<file path="src/rtl/fetch_pkg.sv">
// -----------------------------------------------------------------------------
// fetch_pkg
//   Shared types and constants for the instruction-fetch front end.
//   - fetch_entry_t : one prefetch-queue entry, {pc, ins}, at the core's native
//                     32-bit width.
//   - RV_NOP        : canonical RV32I no-op (addi x0,x0,0), used as fill data.
//   - BYTE_EN_WORD  : byte-enable pattern for a full-word instruction read.
//   - word_align    : clears the two low address bits of a 32-bit address.
// -----------------------------------------------------------------------------
package fetch_pkg;

  localparam int FETCH_IW = 32;

  localparam logic [31:0] RV_NOP       = 32'h0000_0013;
  localparam logic [3:0]  BYTE_EN_WORD = 4'b1111;

  typedef struct packed {
    logic [FETCH_IW-1:0] pc;
    logic [FETCH_IW-1:0] ins;
  } fetch_entry_t;

  function automatic logic [FETCH_IW-1:0] word_align(input logic [FETCH_IW-1:0] addr);
    return addr & ~(FETCH_IW'(3));
  endfunction

endpackage

</file>
<file path="src/rtl/fetch_fifo.sv">
// -----------------------------------------------------------------------------
// fetch_fifo
//   Circular buffer holding fetched {pc, ins} words between the instruction
//   memory and decode. Entries leave strictly in arrival order. The head word
//   reads as zero while the buffer is empty so that nothing stale is shown.
//
//   Parameters
//     DEPTH : number of entries, power of two, >= 2
//     W     : entry width in bits
//   Ports
//     clk, reset : clock, synchronous active-high reset
//     push, din  : write din at the tail (ignored when full without a pop)
//     pop        : drop the head entry (ignored when empty)
//     flush      : discard all entries; wins over push and pop
//     head       : current head entry, zero when empty
//     count      : number of valid entries, 0..DEPTH
//     full/empty : occupancy flags
// -----------------------------------------------------------------------------
module fetch_fifo #(
  parameter int DEPTH = 4,
  parameter int W     = 64
) (
  input  logic                     clk,
  input  logic                     reset,
  input  logic                     push,
  input  logic [W-1:0]             din,
  input  logic                     pop,
  input  logic                     flush,
  output logic [W-1:0]             head,
  output logic [$clog2(DEPTH):0]   count,
  output logic                     full,
  output logic                     empty
);

  localparam int AW = $clog2(DEPTH);
  localparam int CW = AW + 1;

  logic [W-1:0]  mem [DEPTH];
  logic [AW-1:0] wr_ptr;
  logic [AW-1:0] rd_ptr;
  logic          do_push;
  logic          do_pop;

  assign empty = (count == '0);
  assign full  = (count == CW'(DEPTH));

  // A pop frees the head slot in the same cycle, so a push into a full
  // buffer is legal only together with a pop.
  assign do_pop  = pop && !empty && !flush;
  assign do_push = push && !flush && (!full || do_pop);

  // NOTE: storage carries no reset; validity is tracked by count/pointers,
  // which keeps the array as plain RAM and never exposes unwritten slots.
  always_ff @(posedge clk) begin
    if (do_push) begin
      mem[wr_ptr] <= din;
    end
  end

  // NOTE: sequential state uses non-blocking assignment so every register
  // samples the pre-edge values regardless of process evaluation order.
  always_ff @(posedge clk) begin
    if (reset || flush) begin
      wr_ptr <= '0;
      rd_ptr <= '0;
      count  <= '0;
    end else begin
      // Pointers wrap naturally because DEPTH is a power of two.
      if (do_push) wr_ptr <= wr_ptr + AW'(1);
      if (do_pop)  rd_ptr <= rd_ptr + AW'(1);
      case ({do_push, do_pop})
        2'b10:   count <= count + CW'(1);
        2'b01:   count <= count - CW'(1);
        default: count <= count;
      endcase
    end
  end

  assign head = empty ? '0 : mem[rd_ptr];

endmodule

</file>
<file path="src/rtl/fetch_queue.sv">
// -----------------------------------------------------------------------------
// fetch_queue
//   Instruction-fetch front end for the pipelined RV32I core. Issues one
//   sequential word read per cycle while queue credit allows, buffers the
//   returned words with their addresses, and hands them to decode under
//   valid/ready flow control. A redirect flushes queued and in-flight fetches
//   and restarts fetch at the (word-aligned) target on the next cycle.
//
//   Parameters
//     IW       : instruction / address width
//     DEPTH    : prefetch queue entries, power of two, >= 2
//     RESET_PC : first fetch address after reset
//   Ports
//     clk, reset     : clock, synchronous active-high reset
//     o_pc_addr      : registered instruction-memory word address
//     o_pc_rd        : registered read strobe; data returns one cycle later
//     o_pc_byte_en   : 4'b1111 while o_pc_rd, else 0
//     i_pc_rddata    : read data, valid the cycle after o_pc_rd
//     o_ins_valid    : queue head valid (suppressed during a redirect)
//     o_ins          : head instruction
//     o_ins_pc       : head instruction address
//     i_ins_ready    : decode accepts the head this cycle
//     i_redirect     : flush and refetch from i_redirect_pc
//     i_redirect_pc  : redirect target, low two bits ignored
// -----------------------------------------------------------------------------
module fetch_queue #(
  parameter int            IW       = 32,
  parameter int            DEPTH    = 4,
  parameter logic [IW-1:0] RESET_PC = '0
) (
  input  logic          clk,
  input  logic          reset,
  output logic [IW-1:0] o_pc_addr,
  output logic          o_pc_rd,
  output logic [3:0]    o_pc_byte_en,
  input  logic [IW-1:0] i_pc_rddata,
  output logic          o_ins_valid,
  output logic [IW-1:0] o_ins,
  output logic [IW-1:0] o_ins_pc,
  input  logic          i_ins_ready,
  input  logic          i_redirect,
  input  logic [IW-1:0] i_redirect_pc
);

  import fetch_pkg::*;

  localparam int CW  = $clog2(DEPTH) + 1;  // width of the queue count
  localparam int ECW = CW + 1;             // room for count + outstanding + 1

  // Fetch address generator and response tracking.
  logic [IW-1:0]  fetch_pc;      // address of the next sequential issue
  logic           resp_valid;    // a response is arriving this cycle
  logic [IW-1:0]  resp_pc;       // address of the arriving response
  logic           drop;          // arriving response belongs to a flushed stream

  // Queue interface.
  logic           push;
  logic           pop;
  logic [2*IW-1:0] head;
  logic [CW-1:0]  count;
  logic           full;
  logic           empty;

  // Credit and redirect.
  logic [ECW-1:0] entries_next;
  logic [ECW-1:0] demand;
  logic           issue;
  logic [IW-1:0]  redirect_addr;

  // ---------------------------------------------------------------------------
  // Decode-side handshake. The head is hidden during a redirect so decode can
  // never consume an instruction from the path being abandoned.
  // ---------------------------------------------------------------------------
  assign o_ins_valid = !empty && !i_redirect;
  assign pop         = o_ins_valid && i_ins_ready;
  assign {o_ins_pc, o_ins} = head;

  // A returning word is kept unless it was issued before a redirect (drop) or
  // arrives during one. The full guard protects a live entry from being
  // overwritten; the credit rule normally keeps it from ever mattering.
  assign push = resp_valid && !drop && !i_redirect && (!full || pop);

  fetch_fifo #(
    .DEPTH (DEPTH),
    .W     (2 * IW)
  ) u_fifo (
    .clk   (clk),
    .reset (reset),
    .push  (push),
    .din   ({resp_pc, i_pc_rddata}),
    .pop   (pop),
    .flush (i_redirect),
    .head  (head),
    .count (count),
    .full  (full),
    .empty (empty)
  );

  // ---------------------------------------------------------------------------
  // Credit: issue only if, after this edge's push/pop, the queue still has a
  // slot for the read currently in flight plus the one about to be issued.
  // ---------------------------------------------------------------------------
  // NOTE: every signal written in this block gets a value before any branch,
  // so no path leaves it unassigned and no latch can be inferred.
  always_comb begin
    entries_next = ECW'(count);
    if (push && !pop) begin
      entries_next = ECW'(count) + ECW'(1);
    end else if (pop && !push) begin
      entries_next = ECW'(count) - ECW'(1);
    end
    demand = entries_next + ECW'(o_pc_rd) + ECW'(1);
    issue  = (demand <= ECW'(DEPTH));
  end

  // Masking (rather than slicing) keeps every target bit in the datapath and
  // clears the byte offset in one step.
  assign redirect_addr = i_redirect_pc & ~(IW'(3));

  // ---------------------------------------------------------------------------
  // Issue registers, fetch PC and response tracking.
  // ---------------------------------------------------------------------------
  always_ff @(posedge clk) begin
    if (reset) begin
      o_pc_rd      <= 1'b0;
      o_pc_byte_en <= 4'b0000;
      o_pc_addr    <= RESET_PC;
      fetch_pc     <= RESET_PC;
      resp_valid   <= 1'b0;
      resp_pc      <= '0;
      drop         <= 1'b0;
    end else begin
      // The read issued this cycle returns next cycle with this address.
      resp_valid <= o_pc_rd;
      resp_pc    <= o_pc_addr;
      // A read issued in the redirect cycle belongs to the old path.
      drop       <= i_redirect && o_pc_rd;

      if (i_redirect) begin
        o_pc_rd      <= 1'b1;
        o_pc_byte_en <= BYTE_EN_WORD;
        o_pc_addr    <= redirect_addr;
        fetch_pc     <= redirect_addr + IW'(4);
      end else if (issue) begin
        o_pc_rd      <= 1'b1;
        o_pc_byte_en <= BYTE_EN_WORD;
        o_pc_addr    <= fetch_pc;
        fetch_pc     <= fetch_pc + IW'(4);
      end else begin
        // No credit: strobe drops, address holds its last value.
        o_pc_rd      <= 1'b0;
        o_pc_byte_en <= 4'b0000;
      end
    end
  end

endmodule

</file>
<file path="config.mk">
export PLATFORM = sky130hd
export DESIGN_NAME = fetch_queue
export DESIGN_NICKNAME = d
export VERILOG_FILES = /design/src/rtl/fetch_pkg.sv /design/src/rtl/fetch_fifo.sv /design/src/rtl/fetch_queue.sv
export SDC_FILE = /design/constraint.sdc
export NUM_CORES = 1
export LEC_CHECK = 0
export CORE_AREA = 4 4 154 156
export DETAILED_ROUTE_END_ITERATION = 8
export DIE_AREA = 0 0 158 160
export DONT_BUFFER_PORTS = 1
export PLACE_DENSITY = 0.83
export SLEW_MARGIN = 25
export SYNTH_ARGS = -nofsm -noshare
export SYNTH_HDL_FRONTEND = slang
export SYNTH_SLANG_ARGS = --single-unit
</file>
<file path="constraint.sdc">
create_clock -name clk -period 7.7 [get_ports clk]
set_clock_uncertainty 0.1 [all_clocks]
set_input_delay 1.155 -clock clk [delete_from_list [all_inputs] [get_ports clk]]
set_output_delay 1.155 -clock clk [all_outputs]
set_load 0.005 [all_outputs]
</file>
==> results.txt, run 1 <==
Layout Area Growth over Synthesis: 7.61%
R2R depth: 15
Met2 Resource Use GR: 38.5%
Area leader, netlist: edfxtp_1
Placed Cells: 1,237
Clk root buf: clkbuf_16
Reg-to-reg startpoint: u_fifo.count[0]$_SDFFE_PP0P_
Core ar.: 22,400 um^2
CTS tree: yes
Global Route met1 Usage: 32.3%
CTS resizes: 0
Post-synthesis sequential area ratio: 63.5%
Num CTS Buffers: 34
Most common cell after layout, fill and taps aside: edfxtp_1
Top cells by area, synth: edfxtp_1 (50%), dfxtp_1 (14%), mux4_2 (9.3%), and2_1 (2.8%), nor2b_1 (1.4%)
Tightest Pin Transition: 1000 ps
Via-to-Cell Ratio: 6.33
Power share of the sequential group: 55.1%
Final min period: 5040 ps
Worst vdd ir: 161 uV
Net Sw Frac: 19.9%
Final worst-path cycle share: 65.5%
Layout cells sized above 1: 16.2%
Worst Path Required: 7950 ps
Share of the synthesized area in the top cell type: 49.9%
Max FO, Critical Path: 33
CTS HTree Levels: 2
DR DRC count: 0
Overall die area: 25,300 um^2
Synth Warn #: 0
Setup_tns: 0 ps
Clk sinks: 350
Clock Power Share: 41.6%
GRT Util Overall: 23.8%
Die Y: 160 um
DRT antenna net count: 0
Final WL: 29,700 um
Ys async rst share: 0%
Max_slew headroom: 32.8%
Yosys cell types: 84
Initial Utilization: 66.8%
Critical Path End Type: flip-flop
Worst hold path class: flip-flop to flip-flop
Vias in the first global route: 8,407
Post-CTS Setup Bufs: 0
Mean Syn Cell Area: 14.7 um^2
Worst hold path depth: 2
Worst hold endpoint: fetch_pc[20]$_SDFFE_PP0P_
Antenna diodes: 0
# Max-Cap Violations: 0
Initial antenna violation count: 1
Finished Layout Cells: 1,296
DR pass1 iterations: 5
Final hold violation count: 0
Power Internal: 3.05 mW
Reg area: 9490 um^2
Grt met3 use: 6.99%
PwrDens: 237 nW/um^2
Min-Delay Startpoint: fetch_pc[20]$_SDFFE_PP0P_
RR Endpoint: fetch_pc[5]$_SDFFE_PP0P_
Mapped Area: 14,900 um^2
Worst reg-to-reg setup slack: 2660 ps
Die width: 158 um
First-pass GRT wire length: 47,300 um
EDFF count, synth: 248
DP Wirelength: 18,400 um
Routability cong.: 0.902
Leading cell types in the layout, fill and taps excluded: edfxtp_1 (248), dfxtp_1 (100), and2_1 (63)
Post-synthesis instance total: 1,014
Drt initial violations: 657
Psw: 0.758 mW
RSZ-0062 raised after global routing: no
Layout filler cell count: 1,403
CTS Buffer Depth: 3
Max Slew Vio Count: 0
Fin nets: 1,068
Power share of the combinational group: 3.4%
Top_reg_cell synth: edfxtp_1
Pin count of the biggest net entering global routing: 96
FP Rows: 55
Busiest layer in global routing: met2
Hold Buf Count CTS: 0
Crit path DAT: 5290 ps
Clock transition at path regs: 60 ps
Multi-input gate area: 5050 um^2
Final setup viols: 0
Avg WL per Cell: 22.9 um
Top Ports: 170
Buffers added on ports: 0
Via count: 8,210
Status: finished clean
Max Fclk: 0.198 GHz
Worst skew pair latency: 510 ps
Kind of critical path: flip-flop to flip-flop
Leak: 5.27 nW
Crit start category: flip-flop
Seq cells post-synth: 350
Total grt overflow: 0
[power groups by stage]
stage / Sequential (mW) / Combinational (mW) / Clock, mW
floorplan: 2.12 / 0.123 / 0
global placement: 2.13 / 0.125 / 0
detailed placement: 2.14 / 0.129 / 0
CTS: 2.09 / 0.130 / 1.61
global route: 2.10 / 0.144 / 1.71
finish: 2.09 / 0.129 / 1.58
[layer usage]
metal / share of wire, % / wire length (um)
met5: 0.044 / 13
met4: 2.2 / 660
met3: 9.0 / 2680
met2: 48 / 14400
met1: 40 / 12000
[synthesized netlist by cell type (all sizes together), types with 17 or more instances]
cell type	instances
clkbuf	36
nor2b	34
and2	67
xnor2	24
dfxtp	102
inv	19
buf	34
nand3	30
mux4	62
xor2	17
nor2	40
a21oi	34
nand4	19
o21ai	20
edfxtp	248
nand2	35
nor3	32
[flip-flops by register name, indices dropped and copies added, names as in the netlist, named ones only]
signal,flops
resp_valid,1
resp_pc,30
u_fifo.count,3
drop,1
u_fifo.rd_ptr,2
fetch_pc,30
o_pc_byte_en,1
u_fifo.mem,248
o_pc_addr,30
u_fifo.wr_ptr,2
[critical path, cell delays in order (launching register included)]
cell and delay (ps):
dfxtp_1 400, inv_1 150, ha_1 290, nor2b_1 210
nor3_1 400, a21oi_1 100, xnor2_1 170, ha_1 320
inv_1 100, ha_1 230, nand2b_1 150, a2111oi_0 500
or2_1 470, a21oi_4 250, nor2_1 870, o31ai_1 150
[logic make-up after synthesis]
kind of cell               synth area share [%]
buffers and inverters                      2.87
adders and majority gates                  1.06
AOI/OAI and AO/OA                          7.65
xor gates and xnor gates                   2.40
DFF                                        63.5
and+or+nand+nor                            11.8
muxes                                      10.6
other                                    0.0251
[metrics by stage]
| step | power, mW | setup WS (ps) | cell area, um^2 | hold slack [ps] | utilization, % |
|---|---|---|---|---|---|
| after floorplan | 2.24 | 3720 | 14900 | 338 | - |
| after global placement | 2.26 | 2640 | 15000 | 347 | 67.1 |
| after detailed placement | 2.26 | 2490 | 15000 | 349 | 67.1 |
| after CTS | 3.84 | 2730 | 16100 | 357 | 71.9 |
| after global routing | 3.95 | 2170 | 16100 | 390 | 71.9 |
| final | 3.80 | 2660 | 16100 | 357 | 71.9 |
[area by class of cell]
| cell class | instances | share of cell area [%] |
|---|---|---|
| sequential | 350 | 59.1 |
| multi-input combinational | 578 | 31.4 |
| clock buffer | 47 | 5.92 |
| tap | 285 | 2.22 |
| clock inverter | 12 | 0.693 |
| inverter | 19 | 0.444 |
| timing repair buffer | 5 | 0.234 |
[worst max-delay path by stage]
stage	start	end	cells past startpoint
floorplan	i_redirect	o_pc_addr[13]$_SDFFE_PP0P_	15
global placement	i_redirect	fetch_pc[18]$_SDFFE_PP0P_	13
detailed placement	i_redirect	fetch_pc[18]$_SDFFE_PP0P_	13
CTS	u_fifo.count[0]$_SDFFE_PP0P_	fetch_pc[5]$_SDFFE_PP0P_	15
global route	u_fifo.count[0]$_SDFFE_PP0P_	fetch_pc[12]$_SDFFE_PP0P_	15
finish	u_fifo.count[0]$_SDFFE_PP0P_	fetch_pc[5]$_SDFFE_PP0P_	15
No activity file was read; power rests on OpenSTA's default activity.
==> inputs of run 2 (changes only) <==
--- a/config.mk
+++ b/config.mk
@@ -5,11 +5,11 @@
 export SDC_FILE = /design/constraint.sdc
 export NUM_CORES = 1
 export LEC_CHECK = 0
-export CORE_AREA = 4 4 154 156
+export CORE_AREA = 4 4 167 169
 export DETAILED_ROUTE_END_ITERATION = 8
-export DIE_AREA = 0 0 158 160
+export DIE_AREA = 0 0 171 173
 export DONT_BUFFER_PORTS = 1
-export PLACE_DENSITY = 0.83
+export PLACE_DENSITY = 0.75
 export SLEW_MARGIN = 25
 export SYNTH_ARGS = -nofsm -noshare
 export SYNTH_HDL_FRONTEND = slang
==> constraint.sdc (replaced) <==
create_clock -name clk -period 4 [get_ports clk]
set_clock_uncertainty 0.1 [all_clocks]
set_input_delay 0.6 -clock clk [delete_from_list [all_inputs] [get_ports clk]]
set_output_delay 0.6 -clock clk [all_outputs]
set_load 0.005 [all_outputs]
==> results.txt, run 2 (synthesis gave the netlist of run 1 again) <==
Antenna diodes: 0 (unchanged)
Clk root buf: clkbuf_16
Worst reg-to-reg setup slack: 220 ps (-2440 ps)
Initial antenna violation count: 0 (-1)
Drt initial violations: 748 (+14%)
Top Ports: 170 (unchanged)
Final WL: 30,800 um (+3.7%)
Worst path depth: 16 (+1)
Worst skew pair latency: 510 ps (about the same)
Kind of critical path: flip-flop to flip-flop
Layout cells sized above 1: 18.8% (+2.6 points)
Routability cong.: 0.850 (-5.8%)
FP Rows: 60 (+9.1%)
Via-to-Cell Ratio: 6.03 (-4.8%)
Hold Buf Count CTS: 0 (unchanged)
Final setup viols: 0 (unchanged)
Crit-path most repeated cell: ha_1
Most common cell after layout, fill and taps aside: edfxtp_1
Status: finished clean
Max FO, Critical Path: 9 (-73%)
Critical Path End Type: flip-flop
Die width: 171 um (+8.2%)
Reg area: 9500 um^2 (about the same)
Max_slew headroom: 35.6% (+2.8 points)
DR DRC count: 0 (unchanged)
PwrDens: 475 nW/um^2 (+100%)
Largest Register: u_fifo.mem
Finished Core Util: 62.2% (-9.7 points)
Crit path DAT: 4070 ps (-1220 ps)
Max FFs per register: 248 (unchanged)
Avg WL per Cell: 22.5 um (-2.1%)
Crit path buffers/inverters: 3 (+1)
DP Wirelength: 19,300 um (+4.9%)
Psw: 1.55 mW (+100%)
Final hold violation count: 0 (unchanged)
Num CTS Buffers: 37 (+8.8%)
CTS Buffer Depth: 3 (unchanged)
Power share of the combinational group: 3.3% (about the same)
Power share of the sequential group: 51.4% (-3.7 points)
CTS HTree Levels: 2 (unchanged)
Finished Layout Cells: 1,372 (+5.9%)
Delay-heaviest family, CP: simple AND/OR/NAND/NOR gates
Slowest stage delay, CP: 400 ps (-470 ps)
Via count: 8,273 (+0.77%)
Setup_tns: 0 ps (unchanged)
Leading cell types in the layout, fill and taps excluded: edfxtp_1 (248), dfxtp_1 (100), and2_1 (63)
Reg-to-reg startpoint: u_fifo.count[1]$_SDFFE_PP0P_
Setup ws final: 222 ps (-2440 ps)
CTS tree: yes
Total grt overflow: 0 (unchanged)
Placed Cells: 1,304 (+5.4%)
Final min period: 3780 ps (-1260 ps)
Power, Total: 7.85 mW (+110%)
Vias in the first global route: 8,246 (-1.9%)
Layout Area Growth over Synthesis: 10.7%
# Max-Cap Violations: 0 (unchanged)
CP startpoint: u_fifo.count[1]$_SDFFE_PP0P_
Worst Path Required: 4290 ps (-3660 ps)
Multi-input gate area: 5070 um^2 (+0.35%)
Layout filler cell count: 1,963 (+40%)
Pin count of the biggest net entering global routing: 96 (unchanged)
RR Endpoint: fetch_pc[25]$_SDFFE_PP0P_
Clock transition at path regs: 60 ps (about the same)
Worst vdd ir: 350 uV (+120%)
Max Fclk: 0.265 GHz (+33%)
Overall die area: 29,600 um^2 (+17%)
Buffers added on ports: 0 (unchanged)
Power Internal: 6.30 mW (+110%)
Clk sinks: 350 (unchanged)
Clock Power Share: 45.3% (+3.7 points)
GRT Util Overall: 20.5% (-3.3 points)
Initial Utilization: 56.2% (-11 points)
CP max-delay cell: a2111oi_0
Net Sw Frac: 19.8% (-0.16 points)
Fin nets: 1,084 (+1.5%)
Crit start category: flip-flop
DRT antenna net count: 0 (unchanged)
Leak: 5.46 nW (+3.7%)
R2R depth: 16 (+1)
Pre-CTS setup slack: 136 ps (-2350 ps)
DR pass1 iterations: 5 (unchanged)
Core ar.: 26,600 um^2 (+19%)
Final worst-path cycle share: 94.5% (+29 points)
Worst hold path class: input pin to flip-flop
Die Y: 173 um (+8.1%)
Critical path cell sequence: inv_1, ha_1, nor2b_1, nor3_2, a21oi_1, xnor2_1, ha_1, inv_1, ha_1, nor2b_1, a2111oi_2, or2_1, buf_4, a2111oi_0, o21ai_0, and3_1
Max Slew Vio Count: 0 (unchanged)
CP endpoint: fetch_pc[25]$_SDFFE_PP0P_
Tightest Pin Transition: 966 ps (-38.3 ps)
First-pass GRT wire length: 48,100 um (+1.6%)
## run 2: cell types whose count changed in the layout (fill, tap and decap cells not counted), moves of 2 or more
cell	before	now
buf_4	5	14
clkbuf_16	36	38
clkinv_2	1	7
bufinv_16	2	7
clkinv_1	6	1
clkbuf_1	10	8
buf_12	0	4
## run 2: per-stage QoR
step | cell area (um^2) | hold WS [ps]
6_report | 16500 | 66.5
5_1_grt | 16500 | 51.8
4_1_cts | 16500 | 45.8
3_5_place_dp | 15200 | 358
3_3_place_gp | 15200 | 345
2_1_floorplan | 14900 | 338
## run 2: power by group through the flow
| stage | combinational [mW] | clock (mW) | sequential, mW |
|---|---|---|---|
| floorplan | 0.237 | 0 | 4.08 |
| global placement | 0.252 | 0 | 4.11 |
| detailed placement | 0.257 | 0 | 4.11 |
| CTS | 0.259 | 3.63 | 4.03 |
| global route | 0.286 | 3.79 | 4.04 |
| finish | 0.259 | 3.56 | 4.03 |
## run 2: what timing repair did
action,4_1_cts,5_1_grt
setup endpoints to repair,0,54
gates resized for setup,0,5
buffers inserted,0,2
## run 2: per-layer routing
metal | GRT usage [%] | part of all wire, % | vias up
met5 | 0 | 0 | -
met4 | 3.76 | 1.2 | 0
met3 | 5.67 | 7.8 | 31
met2 | 33.8 | 49 | 229
met1 | 27.9 | 42 | 4161
li1 | - | - | 3852
## run 2: how the worst min path moves through the flow
stage / slack (ps) / cells past startpoint / endpoint / start
detailed placement: 360 / 2 / fetch_pc[20]$_SDFFE_PP0P_ / fetch_pc[20]$_SDFFE_PP0P_
floorplan: 340 / 0 / u_fifo.mem[0][34]$_DFFE_PP_ / resp_pc[2]$_SDFF_PP0_
global placement: 350 / 2 / fetch_pc[20]$_SDFFE_PP0P_ / fetch_pc[20]$_SDFFE_PP0P_
finish: 70 / 1 / o_pc_addr[29]$_SDFFE_PP0P_ / reset
global route: 50 / 1 / o_pc_addr[29]$_SDFFE_PP0P_ / reset
CTS: 50 / 1 / resp_pc[10]$_SDFF_PP0_ / reset
## run 2: cell type report
cell class              count  area share [%]
clock buffers              47            6.02
multi-input cells         578            30.6
inverters                  19           0.431
repair buffers             18            1.12
flip-flops and latches    350            57.5
well taps                 341            2.58
clock inverters            19            1.75
## run 2: worst reg2reg max path, cell delays in order, from the launching register on
cell       delay [ps]
dfxtp_1           350
inv_1             170
ha_1              290
nor2b_1           350
nor3_2            110
a21oi_1           160
xnor2_1           140
ha_1              190
inv_1              60
ha_1              270
nor2b_1           230
a2111oi_2          90
or2_1             280
buf_4             200
a2111oi_0         400
o21ai_0           130
and3_1            180
==> inputs of run 3 (changes only) <==
--- a/config.mk
+++ b/config.mk
@@ -5,11 +5,12 @@
 export SDC_FILE = /design/constraint.sdc
 export NUM_CORES = 1
 export LEC_CHECK = 0
-export CORE_AREA = 4 4 167 169
+export CORE_AREA = 4 4 154 156
 export DETAILED_ROUTE_END_ITERATION = 8
-export DIE_AREA = 0 0 171 173
+export DIE_AREA = 0 0 158 160
 export DONT_BUFFER_PORTS = 1
-export PLACE_DENSITY = 0.75
+export PLACE_DENSITY = 0.83
+export RECOVER_POWER = 25
 export SLEW_MARGIN = 25
 export SYNTH_ARGS = -nofsm -noshare
 export SYNTH_HDL_FRONTEND = slang
==> constraint.sdc (replaced) <==
create_clock -name clk -period 4.4 [get_ports clk]
set_clock_uncertainty 0.1 [all_clocks]
set_input_delay 0.66 -clock clk [delete_from_list [all_inputs] [get_ports clk]]
set_output_delay 0.66 -clock clk [all_outputs]
set_load 0.005 [all_outputs]
==> results.txt, run 3 (synthesis gave the netlist of run 1 again) <==
Status: finished clean
Clk root buf: clkbuf_16
DP Wirelength: 18,700 um (-2.9%)
Psw: 1.36 mW (-12%)
Leading cell types in the layout, fill and taps excluded: edfxtp_1 (248), dfxtp_1 (100), and2_1 (63)
CTS Buffer Depth: 3 (unchanged)
Max FO, Critical Path: 23 (+14)
Finished Layout Cells: 1,312 (-4.4%)
Antenna diodes: 0 (unchanged)
Final hold violation count: 0 (unchanged)
Delay-heaviest family, CP: compound AO/OA/AOI/OAI gates
Grt met3 use: 6.50% (+0.83 points)
Max FFs per register: 248 (unchanged)
Net Sw Frac: 20.3% (+0.48 points)
CTS HTree Levels: 2 (unchanged)
Final min period: 3990 ps (+216 ps)
CTS tree: yes
Crit-path most repeated cell: ha_1
Design Area, Final: 16,200 um^2 (-1.8%)
Crit path buffers/inverters: 3 (unchanged)
Global Route met1 Usage: 33.0% (+5.1 points)
Die width: 158 um (-7.6%)
Layout Area Growth over Synthesis: 8.65%
CTS resizes: 0 (unchanged)
Layout filler cell count: 1,387 (-29%)
FP Rows: 55 (-8.3%)
Placed cell area: 15,100 um^2 (-0.59%)
Crit path DAT: 4280 ps (+210 ps)
RSZ-0062 raised after global routing: no
Most common cell after layout, fill and taps aside: edfxtp_1
DRT antenna net count: 0 (unchanged)
Busiest layer in global routing: met2
Vias in the first global route: 8,220 (-0.32%)
Initial antenna violation count: 0 (unchanged)
PwrDens: 415 nW/um^2 (-13%)
Clock Power Share: 42.1% (-3.2 points)
DR pass1 iterations: 7 (+2)
Final WL: 30,100 um (-2.5%)
Pin count of the biggest net entering global routing: 96 (unchanged)
Total grt overflow: 0 (unchanged)
Fin nets: 1,081 (-0.28%)
Avg WL per Cell: 22.9 um (+2.0%)
Num CTS Buffers: 35 (-5.4%)
Power share of the combinational group: 3.4% (about the same)
Worst skew pair latency: 510 ps (about the same)
Top Ports: 170 (unchanged)
Via count: 8,360 (+1.1%)
Die Y: 160 um (-7.5%)
CP max-delay cell: a21oi_4
WHS: 127 ps (+60.4 ps)
Max_slew headroom: 36.9% (+1.3 points)
Core ar.: 22,400 um^2 (-16%)
Max Slew Vio Count: 0 (unchanged)
Power share of the sequential group: 54.5% (+3.1 points)
Setup_tns: 0 ps (unchanged)
Slowest stage delay, CP: 530 ps (+130 ps)
Met2 Resource Use GR: 37.7% (+4.0 points)
First-pass GRT wire length: 47,000 um (-2.2%)
Hold Buf Count CTS: 0 (unchanged)
Worst hold path class: input pin to flip-flop
Kind of critical path: flip-flop to flip-flop
Critical path cell sequence: inv_1, ha_1, nor2b_1, nor3_1, a21oi_1, xnor2_1, ha_1, inv_1, ha_1, nor2b_1, a221oi_1, or2_1, a21oi_4, buf_4, nor3_1, a2111oi_1
Critical Path End Type: flip-flop
Layout cells sized above 1: 17.6% (-1.2 points)
Overall die area: 25,300 um^2 (-15%)
Crit start category: flip-flop
Clock transition at path regs: 60 ps (about the same)
Final worst-path cycle share: 90.8% (-3.7 points)
Buffers added on ports: 0 (unchanged)
Via-to-Cell Ratio: 6.37 (+5.7%)
Placed Cells: 1,249 (-4.2%)
Worst vdd ir: 328 uV (-6.3%)
DR DRC count: 0 (unchanged)
# Max-Cap Violations: 0 (unchanged)
Final setup viols: 0 (unchanged)
Tightest Pin Transition: 947 ps (-19.7 ps)
Leak: 5.36 nW (-1.9%)
GRT Util Overall: 23.7% (+3.2 points)
Drt initial violations: 740 (-1.1%)
Initial Utilization: 66.8% (+11 points)
Clk sinks: 350 (unchanged)
Routability cong.: 0.904 (+6.4%)
Worst Path Required: 4690 ps (+400 ps)
Post-CTS Setup Bufs: 0 (unchanged)
Power Internal: 5.37 mW (-15%)
Max Fclk: 0.250 GHz (-5.4%)
Largest Register: u_fifo.mem
==> run 3: path summary, 6_finish.rpt <==
check                                from                         end  slack [ps]  cells after the start
min                                 reset  o_pc_addr[29]$_SDFFE_PP0P_         130                      1
max          u_fifo.count[1]$_SDFFE_PP0P_  o_pc_addr[25]$_SDFFE_PP0P_         410                     16
min reg2reg     fetch_pc[20]$_SDFFE_PP0P_   fetch_pc[20]$_SDFFE_PP0P_         370                      2
max reg2reg  u_fifo.count[1]$_SDFFE_PP0P_  o_pc_addr[25]$_SDFFE_PP0P_         410                     16
==> run 3: final cells by class <==
class / count / area [um^2] / share of cell area, %
flip-flops and latches: 350 / 9490 / 58.5
clock inverters: 20 / 188 / 1.16
clock buffers: 43 / 916 / 5.64
multi-input cells: 578 / 5050 / 31.1
well taps: 285 / 357 / 2.20
inverters: 19 / 71.3 / 0.440
repair buffers: 17 / 153 / 0.941
==> run 3: layer usage <==
metal	vias up	routed length, um	share of wire, %
met5	-	0	0
met4	0	548	1.8
met3	36	2850	9.5
met2	327	14700	49
met1	4147	12000	40
li1	3850	-	-
==> run 3: power groups by stage <==
stage | Sequential, mW | Clock (mW) | Combinational (mW)
after floorplan | 3.71 | 0 | 0.216
after global placement | 3.73 | 0 | 0.222
after detailed placement | 3.74 | 0 | 0.230
after CTS | 3.67 | 2.88 | 0.233
after global routing | 3.67 | 3.05 | 0.255
final | 3.67 | 2.83 | 0.231
==> run 3: worst reg2reg max path: cells and delay by family (launching register included) <==
family | cells | cell delay, ps
simple gates | 5 | 1010
flops | 1 | 400
fa+ha+maj | 3 | 710
compound gates | 4 | 1060
xor+xnor | 1 | 160
buf+inv | 3 | 440
==> run 3: through the flow <==
step           power (mW)  utilization [%]  setup slack, ps
4_1_cts              6.78             72.5              142
3_3_place_gp         3.95             67.6              276
5_1_grt              6.97             72.6             31.0
2_1_floorplan        3.92                -              793
3_5_place_dp         3.97             67.6              174
6_report             6.73             72.6              406
